`src/rtl/seq_magnitude_comparator_if.sv`:
```
// seq_magnitude_comparator_if: start/ready/done handshake, operands and result flags
interface seq_magnitude_comparator_if #(
  parameter int WIDTH = 16
);
  logic             start;
  logic [WIDTH-1:0] A;
  logic [WIDTH-1:0] B;
  logic             SIGNED;
  logic             ready;
  logic             done;
  logic             GT;
  logic             LT;
  logic             EQ;
  modport master (output start, A, B, SIGNED, input ready, done, GT, LT, EQ);
  modport slave  (input start, A, B, SIGNED, output ready, done, GT, LT, EQ);
endinterface

```
`src/rtl/seq_magnitude_comparator.sv`:
```
// seq_magnitude_comparator: chunked MSB-first magnitude compare with early exit
module seq_magnitude_comparator #(
  parameter int WIDTH     = 16,
  parameter int CHUNK     = 4,
  parameter bit SIGNED_EN = 1'b1
) (
  input logic                      clk,
  input logic                      rst_n,
  seq_magnitude_comparator_if.slave cmp_if
);
  localparam int N  = WIDTH / CHUNK;
  localparam int IW = (N > 1) ? $clog2(N) : 1;
  localparam logic [CHUNK-1:0] MSB = CHUNK'(1) << (CHUNK - 1);
  if (CHUNK < 1 || CHUNK > WIDTH || WIDTH % CHUNK != 0) begin : g_bad_cfg
    $error("seq_magnitude_comparator: WIDTH must be a multiple of CHUNK");
  end
  typedef enum logic {IDLE, CMP} state_t;
  state_t           state_q, state_d;
  logic [WIDTH-1:0] a_q, a_d, b_q, b_d;
  logic             sgn_q, sgn_d;
  logic [IW-1:0]    idx_q, idx_d;
  logic             done_q, done_d;
  logic             gt_q, gt_d, lt_q, lt_d, eq_q, eq_d;
  logic [CHUNK-1:0] ca, cb, flip;
  logic             last;
  // Two's complement ordering falls out of flipping only the overall sign bit.
  assign flip = (sgn_q && idx_q == IW'(N - 1)) ? MSB : '0;
  assign ca   = CHUNK'(a_q >> (CHUNK * idx_q)) ^ flip;
  assign cb   = CHUNK'(b_q >> (CHUNK * idx_q)) ^ flip;
  assign last = ca != cb || idx_q == '0;
  always_comb begin
    state_d = state_q;
    a_d     = a_q;
    b_d     = b_q;
    sgn_d   = sgn_q;
    idx_d   = idx_q;
    done_d  = 1'b0;
    gt_d    = gt_q;
    lt_d    = lt_q;
    eq_d    = eq_q;
    if (state_q == IDLE) begin
      if (cmp_if.start) begin
        a_d     = cmp_if.A;
        b_d     = cmp_if.B;
        sgn_d   = cmp_if.SIGNED & SIGNED_EN;
        idx_d   = IW'(N - 1);
        state_d = CMP;
      end
    end else if (last) begin
      done_d  = 1'b1;
      gt_d    = ca > cb;
      lt_d    = ca < cb;
      eq_d    = ca == cb;
      state_d = IDLE;
    end else begin
      idx_d = idx_q - 1'b1;
    end
  end
  always_ff @(posedge clk or negedge rst_n) begin
    if (!rst_n) begin
      state_q <= IDLE;
      a_q     <= '0;
      b_q     <= '0;
      sgn_q   <= 1'b0;
      idx_q   <= '0;
      done_q  <= 1'b0;
      gt_q    <= 1'b0;
      lt_q    <= 1'b0;
      eq_q    <= 1'b0;
    end else begin
      state_q <= state_d;
      a_q     <= a_d;
      b_q     <= b_d;
      sgn_q   <= sgn_d;
      idx_q   <= idx_d;
      done_q  <= done_d;
      gt_q    <= gt_d;
      lt_q    <= lt_d;
      eq_q    <= eq_d;
    end
  end
  assign cmp_if.ready = state_q == IDLE;
  assign cmp_if.done  = done_q;
  assign cmp_if.GT    = gt_q;
  assign cmp_if.LT    = lt_q;
  assign cmp_if.EQ    = eq_q;
endmodule

```
`src/flat_wrapper.sv`:
```
// flat-port wrapper written by rule: the top's interface ports become plain ports
module seq_magnitude_comparator_flat 
#(
  parameter int WIDTH     = 16,
  parameter int CHUNK     = 4,
  parameter bit SIGNED_EN = 1'b1
)
  (clk, rst_n, cmp_if_start, cmp_if_A, cmp_if_B, cmp_if_SIGNED, cmp_if_ready, cmp_if_done, cmp_if_GT, cmp_if_LT, cmp_if_EQ);
  seq_magnitude_comparator_if #(.WIDTH(WIDTH)) cmp_if_i ();
  input logic clk;
  input logic rst_n;
  input wire logic [$bits(cmp_if_i.start)-1:0] cmp_if_start;
  input wire logic [$bits(cmp_if_i.A)-1:0] cmp_if_A;
  input wire logic [$bits(cmp_if_i.B)-1:0] cmp_if_B;
  input wire logic [$bits(cmp_if_i.SIGNED)-1:0] cmp_if_SIGNED;
  output wire logic [$bits(cmp_if_i.ready)-1:0] cmp_if_ready;
  output wire logic [$bits(cmp_if_i.done)-1:0] cmp_if_done;
  output wire logic [$bits(cmp_if_i.GT)-1:0] cmp_if_GT;
  output wire logic [$bits(cmp_if_i.LT)-1:0] cmp_if_LT;
  output wire logic [$bits(cmp_if_i.EQ)-1:0] cmp_if_EQ;
  assign cmp_if_i.start = cmp_if_start;
  assign cmp_if_i.A = cmp_if_A;
  assign cmp_if_i.B = cmp_if_B;
  assign cmp_if_i.SIGNED = cmp_if_SIGNED;
  assign cmp_if_ready = cmp_if_i.ready;
  assign cmp_if_done = cmp_if_i.done;
  assign cmp_if_GT = cmp_if_i.GT;
  assign cmp_if_LT = cmp_if_i.LT;
  assign cmp_if_EQ = cmp_if_i.EQ;
  seq_magnitude_comparator #(.WIDTH(WIDTH), .CHUNK(CHUNK), .SIGNED_EN(SIGNED_EN)) u_core (.clk(clk), .rst_n(rst_n), .cmp_if(cmp_if_i));
endmodule
```
`config.mk`:
```
export PLATFORM = sky130hd
export DESIGN_NAME = seq_magnitude_comparator_flat
export DESIGN_NICKNAME = d
export VERILOG_FILES = /design/src/rtl/seq_magnitude_comparator_if.sv /design/src/rtl/seq_magnitude_comparator.sv /design/src/flat_wrapper.sv
export SDC_FILE = /design/constraint.sdc
export NUM_CORES = 1
export LEC_CHECK = 0
export ABC_AREA = 1
export BUFFER_PORTS_ARGS = -buffer_cell sky130_fd_sc_hd__buf_2
export CORE_ASPECT_RATIO = 0.8
export CORE_MARGIN = 2
export CORE_UTILIZATION = 40
export CTS_CLUSTER_SIZE = 30
export DETAILED_ROUTE_END_ITERATION = 6
export SYNTH_ARGS = -nofsm -noshare
export SYNTH_HDL_FRONTEND = slang
export SYNTH_SLANG_ARGS = --single-unit
```
`constraint.sdc`:
```
create_clock -name clk -period 4.23 [get_ports clk]
set_clock_uncertainty 0.2 [all_clocks]
set_input_delay 0.2115 -clock clk [delete_from_list [all_inputs] [get_ports clk]]
set_output_delay 0.2115 -clock clk [all_outputs]
set_load 0.05 [all_outputs]
```
* After elaboration in Yosys (flattened, before gate mapping)
Index checks and enable logic that the tools add are counted.
** Operators by class
- Eq/ne operators :: 4
- Add/sub/neg operators :: 1
- Mux-type cells :: 9
- Shift-type cells :: 2
- Bitwise operators :: 3
- Reduce and logical (&&, ||, !) cells :: 7
- $lt $le $gt $ge :: 2
** Operators by type and width (count)
- $shr 16x4->4 :: 2
- $xor 4x4->4 :: 2
- $mux 2 :: 3
- $reduce_and 2->1 :: 3
- $mux 1 :: 5
- $eq 4x4->1 :: 1
- $gt 4x4->1 :: 1
- $lt 4x4->1 :: 1
- $mux 4 :: 1
- $ne 4x4->1 :: 1
- $eq 2x2->1 const B :: 1
- $logic_not 2->1 :: 1
- $ne 2x2->1 const B :: 1
- $reduce_bool 2->1 :: 1
- $sub 2x1->2 const B :: 1
- $logic_and 1x1->1 :: 1
- $logic_or 1x1->1 :: 1
- $not 1->1 :: 1
** Storage, ports and cells
- Bits in registers :: 40
- Logic and storage cells :: 37
- Input port bits :: 36

* Depth between registers and ports, before layout
Gate-level depths: netlist (run 1).
- Depth after elaboration :: 8
- Depth in mapped cells :: 14
- Depth with buffers taken out :: 13

* Least setup slack after synthesis (run 1)
No wires, ideal clock.
- Kind :: reg-to-reg
- From :: reg u_core.idx_q[0]
- To :: reg u_core.lt_q, in the netlist u_core.cmp_if.LT
- Clock period less this slack :: 2.184 ns
- Arrival :: 1.866 ns
- Setup slack :: 2.046 ns
- Cell stages (with the launch flop) :: 12
- Required time :: 3.912 ns
- Buffers on the path :: 2
- Cell sequence :: dfrtp_1 buf_2 inv_2 buf_2 nor2_1 o22a_1 ha_1 nand2_1 o21ai_0 nand2_1 nand2_1 nand2_1
** Between the ends
- Cells in the longest elaborated chain, start to end :: 7
** RTL lines
- from (decl) :: RTL line seq_magnitude_comparator.sv:21 : logic [IW-1:0] idx_q, idx_d;
- from (signal assigned) :: RTL line seq_magnitude_comparator.sv:75 : idx_q <= idx_d;
- parallel branches: the longest is 7 deep, another holds $lt 4x4->1
- to (signal assigned) :: RTL line seq_magnitude_comparator.sv:78 : lt_q <= lt_d;
- to (decl) :: RTL line seq_magnitude_comparator.sv:23 : logic gt_q, gt_d, lt_q, lt_d, eq_q, eq_d;
Several ways; the timed one is not identified.
A chain may end at the register's enable or synchronous reset.

* Final worst setup path (run 1)
Same ends and word-level chain as after synthesis.

==> results of run 1 <==
path summary, 6_finish.rpt:
kind / from / endpoint / slack [ns] / cells after the start
worst min register to register: u_core.a_q[5] / u_core.a_q[5] / 0.31 / 1
worst max register to register: u_core.idx_q[0] / u_core.cmp_if.LT / 1.59 / 11
worst max-delay path: u_core.idx_q[0] / u_core.cmp_if.LT / 1.59 / 11
worst min-delay path: cmp_if_start / u_core.state_q / 0.29 / 3
min in group asynchronous: rst_n / u_core.b_q[13] / 0.37 / 2
max in group asynchronous: rst_n / u_core.b_q[6] / 2.90 / 2
sequential cells by signal, indices dropped and copies added (netlist names):
register	cells
u_core.cmp_if.LT	1
u_core.cmp_if.GT	1
u_core.cmp_if.done	1
u_core.a_q	16
u_core.state_q	1
u_core.b_q	16
u_core.idx_q	2
u_core.sgn_q	1
u_core.cmp_if.EQ	1
tightest hold or removal path: stages:
cell     delay, ns
buf_2         0.13
nand2_8       0.21
nand2_2       0.18
routing by layer:
metal | vias to the layer above | GRT usage (%) | routed length, um
met5 | - | 0 | 0
met4 | 0 | 5.44 | 64
met3 | 7 | 4.10 | 206
met2 | 36 | 23.9 | 1710
met1 | 697 | 22.5 | 2200
li1 | 750 | - | -
layout by cell type (no fill, tap or decap):
| cell type | n |
|---|---|
| o22a_1 | 3 |
| nand2_8 | 1 |
| inv_1 | 7 |
| nand2_2 | 1 |
| a21oi_1 | 2 |
| dlygate4sd3_1 | 34 |
| mux2_2 | 6 |
| ha_1 | 6 |
| nor2_1 | 14 |
| clkbuf_8 | 6 |
| dfrtp_1 | 40 |
| o22ai_1 | 3 |
| clkinv_1 | 1 |
| mux2_4 | 27 |
| buf_2 | 40 |
| a21o_1 | 1 |
| inv_2 | 1 |
| clkinv_2 | 2 |
| nand2_1 | 33 |
| nand3_1 | 11 |
| inv_4 | 1 |
| o21ai_0 | 13 |
cells by family (layout without fill, tap and decap cells):
family | Yosys count | after routing | share of synthesized area (%)
DFF | 40 | 40 | 48.7
muxes | 33 | 33 | 23.0
AOI/OAI and AO/OA | 22 | 22 | 6.21
adders and majority gates | 6 | 6 | 3.65
buffers and inverters | 17 | 92 | 5.85
and+or+nand+nor | 60 | 60 | 12.5
per-stage QoR:
step	area (sq um)	instances
2_1_floorplan	2050	178
3_3_place_gp	2250	273
3_5_place_dp	2250	273
4_1_cts	2690	315
5_1_grt	2690	315
6_report	2690	315
where the power goes:
part / total, mW / internal (mW) / switching (mW)
clock: 0.257 / 0.130 / 0.127
sequential: 0.686 / 0.545 / 0.141
combinational: 0.906 / 0.430 / 0.476
total: 1.85 / 1.10 / 0.744
final cells by class:
cell class                      count  area [sq um]
Fill cell                         454          2290
Inverter                           10          40.0
Clock inverter                      2          10.0
Timing Repair Buffer               74           541
Tap cell                           62          77.6
Sequential cell                    40          1000
Clock buffer                        6          82.6
Multi-Input combinational cell    121           933
what timing repair did:
action                     CTS  global route
hold endpoints to repair    73             0
setup endpoints to repair    0             0
hold buffers                34             0
==> results.json, run 1 <==
{
  "finalWorstSetupSlack_ns": 1.59,
  "cts_buffers": 5,
  "die_x_um": 84.1,
  "drc": 0,
  "synth_common_cells": "dfrtp_1 (40), nand2_1 (33), mux2_4 (27), nor2_1 (14), o21ai_0 (13)",
  "synth_nets": 220,
  "hold_ws_ns": 0.286,
  "grt_pass1_wl_um": 7020,
  "initial_core_util_pct": 41.3,
  "drv_cap": 0,
  "utilization_pct": 53.9,
  "grt_max_degree": 41,
  "synthCells": 178,
  "first_iter_violations": 81,
  "clk_pin_slew_ns": 0.07,
  "antenna_found_initial": 0,
  "hpwl_um": 2700,
  "ctsResizeCount": 0,
  "layout-drive-gt1-share_pct": 33.6,
  "cp_cell_sequence": "inv_2 -> nand2_1 -> nand3_1 -> nand3_1 -> nand2_1 -> ha_1 -> nand2_1 -> o21ai_0 -> nand2_1 -> nand2_1 -> nand2_1",
  "vias_per_cell": 4.73,
  "synthMostInstantiatedCell": "dfrtp_1",
  "max_slew_margin_pct": 41.5,
  "cp_max_fo": 20,
  "period_needed_ns": 2.64,
  "die_h_um": 68.1,
  "fin_total_pwr_mw": 1.85,
  "power.density_nw_per_um2": 689,
  "min_period_over_period_pct": 62.4,
  "path_buf_inv": 1,
  "cp-start-kind": "flop",
  "insertion_delay_ns": 0.29,
  "ys.flop_type": "dfrtp_1",
  "avgSynthCellArea_sq_um": 11.5,
  "io_pins": 41,
  "crit_family": "simple AND/OR/NAND/NOR gates",
  "end_kind": "flop",
  "worst-endpoint-arrival_ns": 2.63,
  "drt_first_pass_iters": 4,
  "grt.total_usage_pct": 15.9,
  "vdd_drop_max_mv": 0.486,
  "tns_ns": 0,
  "postCtsSetupBuffers": 0,
  "yosysTopAreaCellShare_pct": 48.7,
  "gp_congestion": 0.758,
  "routedWlPerCell_um": 13.3,
  "yosysWarnings": 0,
  "htree_levels": 2,
  "row_count": 23,
  "status": "complete, no violations",
  "netlist_area_sq_um": 2050,
  "synth_area_leader_cell": "dfrtp_1",
  "worst_slew_pin_slew_ns": 0.877,
  "dieArea_sq_um": 5730,
  "wl_um": 4190,
  "cp.required_ns": 4.22,
  "cpPeakStageDelay_ns": 0.72,
  "root_buffer": "clkbuf_8",
  "diodes": 0,
  "cts_tree": "yes",
  "crit_top_cell": "nand2_1",
  "clockBufferDepth": 2,
  "synth_edf_count": 0,
  "final_hold_viol_count": 0,
  "finalSetupViolations": 0,
  "via_count": 1490,
  "ys_seq_area_share_pct": 48.7,
  "rsz0062_at_grt": "false",
  "pre_cts_slack_ns": 1.58,
  "drt.antenna.violating_nets": 0,
  "yosys_register_bits": 40,
  "area_growth_pct": 30.7,
  "leakagePower_nw": 1.36,
  "cp_slowest_cell": "dfrtp_1",
  "hold_path.class": "in2reg",
  "async_reset_ff_share_pct": 100,
  "core-area_sq_um": 4980,
  "cts_sinks": 40,
  "crit_type": "reg2reg",
  "globalRouteOverflowTotal": 0,
  "synth_area_leaders": "dfrtp_1 (49%), mux2_4 (20%), nand2_1 (6.0%)",
  "ys_types": 20,
  "grt_pass1_vias": 1432,
  "fmax_mhz": 379,
  "io_buffers": 40,
  "slew_violations": 0,
  "finalNetCount": 294
}
Power figures use the tool's default switching activity.
==> inputs of run 2 (changes only) <==
--- a/config.mk
+++ b/config.mk
@@ -5,7 +5,7 @@
 export SDC_FILE = /design/constraint.sdc
 export NUM_CORES = 1
 export LEC_CHECK = 0
-export ABC_AREA = 1
+export ABC_AREA = 0
 export BUFFER_PORTS_ARGS = -buffer_cell sky130_fd_sc_hd__buf_2
 export CORE_ASPECT_RATIO = 0.8
 export CORE_MARGIN = 2
==> constraint.sdc (replaced) <==
create_clock -name clk -period 2.3 [get_ports clk]
set_clock_uncertainty 0.2 [all_clocks]
set_input_delay 0.115 -clock clk [delete_from_list [all_inputs] [get_ports clk]]
set_output_delay 0.115 -clock clk [all_outputs]
set_load 0.05 [all_outputs]
==> run 2 against run 1 <==
- the flow now finishes with violations (setup timing)
- core utilization grew 5.0 points
- wire length is 8.8% lower
- via count shrank 14%
- clock-buffer cell count rose by 2
- register-to-register slack worse by 1.8 ns
- cell count decreased by 14%
- synthesized cell count down 32%
- sequential cell count unchanged
- critical endpoint is now u_core.idx_q[0]
- largest cell class unchanged
==> results.json, run 2 <==
{
  "status": "complete, but fails checks",
  "violations": "setup timing",
  "grt_pass1_vias": 1322,
  "row_count": 22,
  "die_h_um": 66.5,
  "most-common-layout-cells": "buf_2 (40), dfrtp_1 (39), dlygate4sd3_1 (34)",
  "slew_violations": 0,
  "ys.flop_type": "dfrtp_1",
  "initial_core_util_pct": 42.0,
  "cp.required_ns": 2.28,
  "finalWorstSetupSlack_ns": -0.197,
  "root_buffer": "clkbuf_8",
  "grt_pass1_wl_um": 6290,
  "postCtsSetupBuffers": 0,
  "cp_cell_sequence": "mux4_2 -> xnor2_1 -> ha_1 -> nand4_2 -> or3_4 -> mux2_2",
  "grt.total_usage_pct": 15.8,
  "cpPeakStageDelay_ns": 0.54,
  "drt.antenna.violating_nets": 0,
  "avgSynthCellArea_sq_um": 16.2,
  "hold_ws_ns": 0.276,
  "n_fill_cell": 383,
  "fmax_mhz": 400,
  "synth_nets": 163,
  "insertion_delay_ns": 0.29,
  "io_pins": 41,
  "finalNetCount": 253,
  "ys_seq_area_share_pct": 51.2,
  "grt_max_degree": 41,
  "via_count": 1279,
  "final_hold_viol_count": 0,
  "clk_pin_slew_ns": 0.07,
  "antenna_found_initial": 0,
  "vdd_drop_max_mv": 0.675,
  "drt_first_pass_iters": 4,
  "io_buffers": 40,
  "synthCells": 121,
  "cts_tree": "yes",
  "period_needed_ns": 2.50,
  "globalRouteOverflowTotal": 0,
  "first_iter_violations": 22,
  "hold_path.class": "in2async",
  "max_slew_margin_pct": 42.1,
  "clockBufferDepth": 2,
  "power.density_nw_per_um2": 1290,
  "htree_levels": 2,
  "wl_um": 3820,
  "worst_slew_pin_slew_ns": 0.868,
  "vias_per_cell": 4.70,
  "reg2reg_depth": 6,
  "die_x_um": 82.2,
  "reg_top3": "u_core.a_q (16), u_core.b_q (16), u_core.idx_q (2)",
  "gp_congestion": 0.793,
  "finalSetupViolations": 5,
  "netlist_area_sq_um": 1960,
  "synth_edf_count": 0,
  "tns_ns": -0.507,
  "layout-drive-gt1-share_pct": 51.9,
  "ys_types": 20,
  "worst-endpoint-arrival_ns": 2.47,
  "async_reset_ff_share_pct": 100,
  "fin_total_pwr_mw": 3.53,
  "cts_buffers": 5,
  "area_growth_pct": 40.1,
  "core-area_sq_um": 4650,
  "rsz0062_at_grt": "true",
  "synth_area_leaders": "dfrtp_1 (51%), mux2_4 (22%), mux4_2 (9.2%)",
  "cp_slowest_cell": "mux4_2",
  "leakagePower_nw": 1.33,
  "min_period_over_period_pct": 109,
  "drc": 0,
  "diodes": 0,
  "yosysWarnings": 0,
  "cp_max_fo": 6,
  "regToRegSetupSlack_ns": -0.20,
  "crit_type": "reg2reg",
  "end_kind": "flop",
  "reg2reg_from": "u_core.idx_q[0]",
  "dieArea_sq_um": 5470,
  "timing.rr.end": "u_core.idx_q[0]",
  "cp-start-kind": "flop",
  "synth_area_leader_cell": "dfrtp_1",
  "drv_cap": 0,
  "synthMostInstantiatedCell": "dfrtp_1",
  "hpwl_um": 2690,
  "routedWlPerCell_um": 14.0,
  "yosysTopAreaCellShare_pct": 51.2,
  "final_common_cell": "buf_2",
  "synth_common_cells": "dfrtp_1 (40), mux2_4 (29), mux4_2 (8), inv_1 (7), ha_1 (6)",
  "cts_sinks": 40,
  "yosys_register_bits": 40
}
## run 2: changes by cell type in the layout (fill, tap and decap cells not counted), sizes merged, moves of 8 or more
cell	previous run	this run
buf	40	55
mux4	0	8
nand2	35	3
nand3	11	0
nor2	14	0
o21ai	13	5
## run 2: cell type report
| type | instances | area, sq um | share of cell area [%] |
|---|---|---|---|
| Timing Repair Buffer | 89 | 653 | 23.8 |
| Multi-Input combinational cell | 67 | 890 | 32.5 |
| Inverter | 8 | 30.0 | 1.10 |
| Clock buffer | 8 | 90.1 | 3.29 |
| Tap cell | 60 | 75.1 | 2.74 |
| Sequential cell | 40 | 1000 | 36.6 |
## run 2: routing by layer
| metal | track usage [%] | share of wire (%) | wire length (um) |
|---|---|---|---|
| met1 | 20.8 | 47 | 1790 |
| met2 | 25.0 | 47 | 1800 |
| met3 | 4.07 | 4.5 | 170 |
| met4 | 6.25 | 1.4 | 54 |
| met5 | 0 | 0 | 0 |
## run 2: repair_timing
item	4_1_cts	5_1_grt
pin swaps	1	1
hold buffers	34	0
gates resized for setup	4	0
hold endpoints to repair	73	0
endpoints found under the setup margin	6	6
## run 2: critical path, delay by kind of cell, from the launching register on
family	cells	cell delay [ns]
XOR/XNOR	1	0.15
adder cells (fa/ha/maj)	1	0.31
multiplexers	2	0.81
AND/OR/NAND/NOR	2	0.47
flip-flops	1	0.44
## run 2: power breakdown
group / switching (mW) / internal (mW)
combinational: 0.735 / 1.08
clock: 0.222 / 0.244
sequential: 0.223 / 1.03
total: 1.18 / 2.35
## run 2: metrics by stage
stage	setup slack (ns)	instances	util (%)	cell area [sq um]
after global placement	-0.222	230	49.4	2300
after CTS	-0.205	272	58.9	2740
after global routing	-0.310	272	58.9	2740
final	-0.197	272	58.9	2740
after floorplan	-0.228	121	-	1960
after detailed placement	-0.275	230	49.4	2300
## run 2: how the worst max path moves through the flow
stage | slack, ns | end | cells past startpoint | startpoint
final | -0.20 | u_core.idx_q[0] | 6 | u_core.idx_q[0]
after global routing | -0.31 | u_core.idx_q[0] | 6 | u_core.idx_q[0]
after CTS | -0.20 | u_core.idx_q[0] | 6 | u_core.idx_q[0]
after detailed placement | -0.27 | u_core.idx_q[0] | 6 | u_core.idx_q[0]
after global placement | -0.22 | u_core.idx_q[0] | 6 | u_core.idx_q[0]
after floorplan | -0.23 | u_core.idx_q[0] | 7 | u_core.idx_q[0]
## run 2: logic make-up after synthesis
logic type	Yosys count	share of synthesized area [%]
DFF	40	51.2
AOI/OAI and AO/OA	10	2.81
buffers and inverters	14	4.35
adders and majority gates	6	3.84
muxes	42	34.4
and+or+nand+nor	7	2.56
xor gates and xnor gates	2	0.896
==> inputs of run 3 (changes only) <==
--- a/config.mk
+++ b/config.mk
@@ -12,6 +12,7 @@
 export CORE_UTILIZATION = 40
 export CTS_CLUSTER_SIZE = 30
 export DETAILED_ROUTE_END_ITERATION = 6
+export PLACE_DENSITY_LB_ADDON = 0.2
 export SYNTH_ARGS = -nofsm -noshare
 export SYNTH_HDL_FRONTEND = slang
 export SYNTH_SLANG_ARGS = --single-unit
==> run 3 against run 2 <==
- clock-buffer cell count unchanged
- combinational power increased by 17%
- core utilization increased by 2.5 points
- the run still ends with setup timing left
- largest cell class unchanged
==> results.json, run 3 (synthesis results as in run 2) <==
{
  "drv_cap": 0,
  "row_count": 22,
  "finalSetupViolations": 7,
  "via_count": 1314,
  "most-common-layout-cells": "buf_2 (40), dfrtp_1 (40), dlygate4sd3_1 (34)",
  "grt_pass1_wl_um": 6530,
  "cp_max_fo": 4,
  "final_hold_viol_count": 0,
  "cp_slowest_cell": "mux4_2",
  "path_buf_inv": 1,
  "reg_top3": "u_core.a_q (16), u_core.b_q (16), u_core.idx_q (2)",
  "finalNetCount": 260,
  "insertion_delay_ns": 0.29,
  "grt_pass1_vias": 1373,
  "grt-busiest-layer": "met2",
  "power.density_nw_per_um2": 1340,
  "die_x_um": 82.2,
  "htree_levels": 2,
  "multiInputGateArea_sq_um": 903,
  "drt_first_pass_iters": 4,
  "cp_cell_sequence": "buf_6 -> mux4_2 -> xnor2_2 -> ha_1 -> nand4_2 -> or3_4 -> mux2_2",
  "grt.total_usage_pct": 16.4,
  "period_needed_ns": 2.56,
  "diodes": 0,
  "fin_area_sq_um": 2860,
  "p_sw_mw": 1.27,
  "routedWlPerCell_um": 14.5,
  "wl_um": 4060,
  "placedInstanceArea_sq_um": 2340,
  "cts_tree": "yes",
  "io_pins": 41,
  "regArea_sq_um": 1000,
  "grt_max_degree": 41,
  "drc": 0,
  "die_h_um": 66.5,
  "violations": "setup timing",
  "n_fill_cell": 372,
  "worst-endpoint-arrival_ns": 2.53,
  "utilization_pct": 61.4,
  "max_slew_margin_pct": 40.5,
  "p_comb_share_pct": 55.2,
  "grt_use_met3_pct": 4.47,
  "hold_path.class": "in2reg",
  "cpPeakStageDelay_ns": 0.52,
  "status": "complete, but fails checks",
  "worst_slew_pin_slew_ns": 0.893,
  "area_growth_pct": 46.1,
  "vias_per_cell": 4.71,
  "finalWorstSetupSlack_ns": -0.255,
  "min_period_over_period_pct": 111,
  "slew_violations": 0,
  "crit_type": "reg2reg",
  "pwr-share-clk_pct": 12.4,
  "dieArea_sq_um": 5470,
  "rsz0062_at_grt": "true",
  "cp.required_ns": 2.28,
  "end_kind": "flop",
  "use_met1_pct": 22.3,
  "fin_total_pwr_mw": 3.82,
  "initial_core_util_pct": 42.0,
  "use_met2_pct": 26.3,
  "p_int_mw": 2.55,
  "first_iter_violations": 46,
  "tns_ns": -1.23,
  "clockBufferDepth": 2,
  "crit_family": "multiplexers",
  "hpwl_um": 2660,
  "io_buffers": 40,
  "globalRouteOverflowTotal": 0,
  "cts_buffers": 5,
  "sw_frac_of_total_pct": 33.2,
  "p_seq_share_pct": 32.4,
  "antenna_found_initial": 0,
  "drt.antenna.violating_nets": 0,
  "gp_congestion": 0.784,
  "cp-start-kind": "flop",
  "fmax_mhz": 391,
  "layout-drive-gt1-share_pct": 54.8,
  "cts_sinks": 40,
  "pre_cts_slack_ns": -0.220,
  "clk_pin_slew_ns": 0.08,
  "leakagePower_nw": 1.39,
  "root_buffer": "clkbuf_8",
  "vdd_drop_max_mv": 0.911,
  "core-area_sq_um": 4650
}
==> run 3: cell count changes in the layout (fill, tap and decap cells not counted), sizes merged <==
cell	previous run	this run
buf	55	62
==> run 3: timing repair <==
item,CTS,global route
hold endpoints to repair,73,0
gates resized for setup,9,4
pin swaps,1,3
gates cloned,0,0
hold buffers,34,0
buffers inserted,3,2
setup endpoints to repair,6,7
==> run 3: metal layers <==
metal	up-vias	wire length [um]
met2	37	2010
li1	625	-
met4	0	12
met5	-	0
met3	2	169
met1	650	1870
==> run 3: cell type report <==
cell class | instances | share of cell area [%]
Sequential cell | 40 | 35.0
Multi-Input combinational cell | 67 | 31.6
Tap cell | 60 | 2.63
Clock buffer | 8 | 3.15
Inverter | 8 | 1.05
Timing Repair Buffer | 96 | 26.5
==> run 3: worst paths after layout <==
check	startpoint	endpoint	slack, ns	cells after the start
min reg2reg	u_core.cmp_if.LT	u_core.cmp_if.LT	0.30	2
min	cmp_if_start	u_core.b_q[0]	0.27	4
max reg2reg	u_core.idx_q[0]	u_core.idx_q[0]	-0.26	7
max	u_core.idx_q[0]	u_core.idx_q[0]	-0.26	7
max in group asynchronous	rst_n	u_core.a_q[4]	1.05	2
min in group asynchronous	rst_n	u_core.cmp_if.LT	0.29	2
==> run 3: power by group through the flow <==
stage	Clock [mW]	Combinational (mW)	Sequential, mW
after global routing	0.529	2.28	1.28
after global placement	0	1.74	1.23
final	0.474	2.11	1.24
after floorplan	0	1.23	1.25
after CTS	0.492	1.97	1.24
after detailed placement	0	1.81	1.24
==> run 3: worst reg2reg max path, stage by stage (launching register included) <==
cell and delay [ns]:
dfrtp_1 0.39, buf_6 0.14, mux4_2 0.52, xnor2_2 0.14
ha_1 0.30, nand4_2 0.11, or3_4 0.37, mux2_2 0.27
==> run 3: stage by stage <==
stage	hold slack (ns)	instances
after floorplan	-0.381	121
after global placement	0.0596	233
after detailed placement	0.0956	233
after CTS	0.284	277
after global routing	0.282	279
final	0.272	279
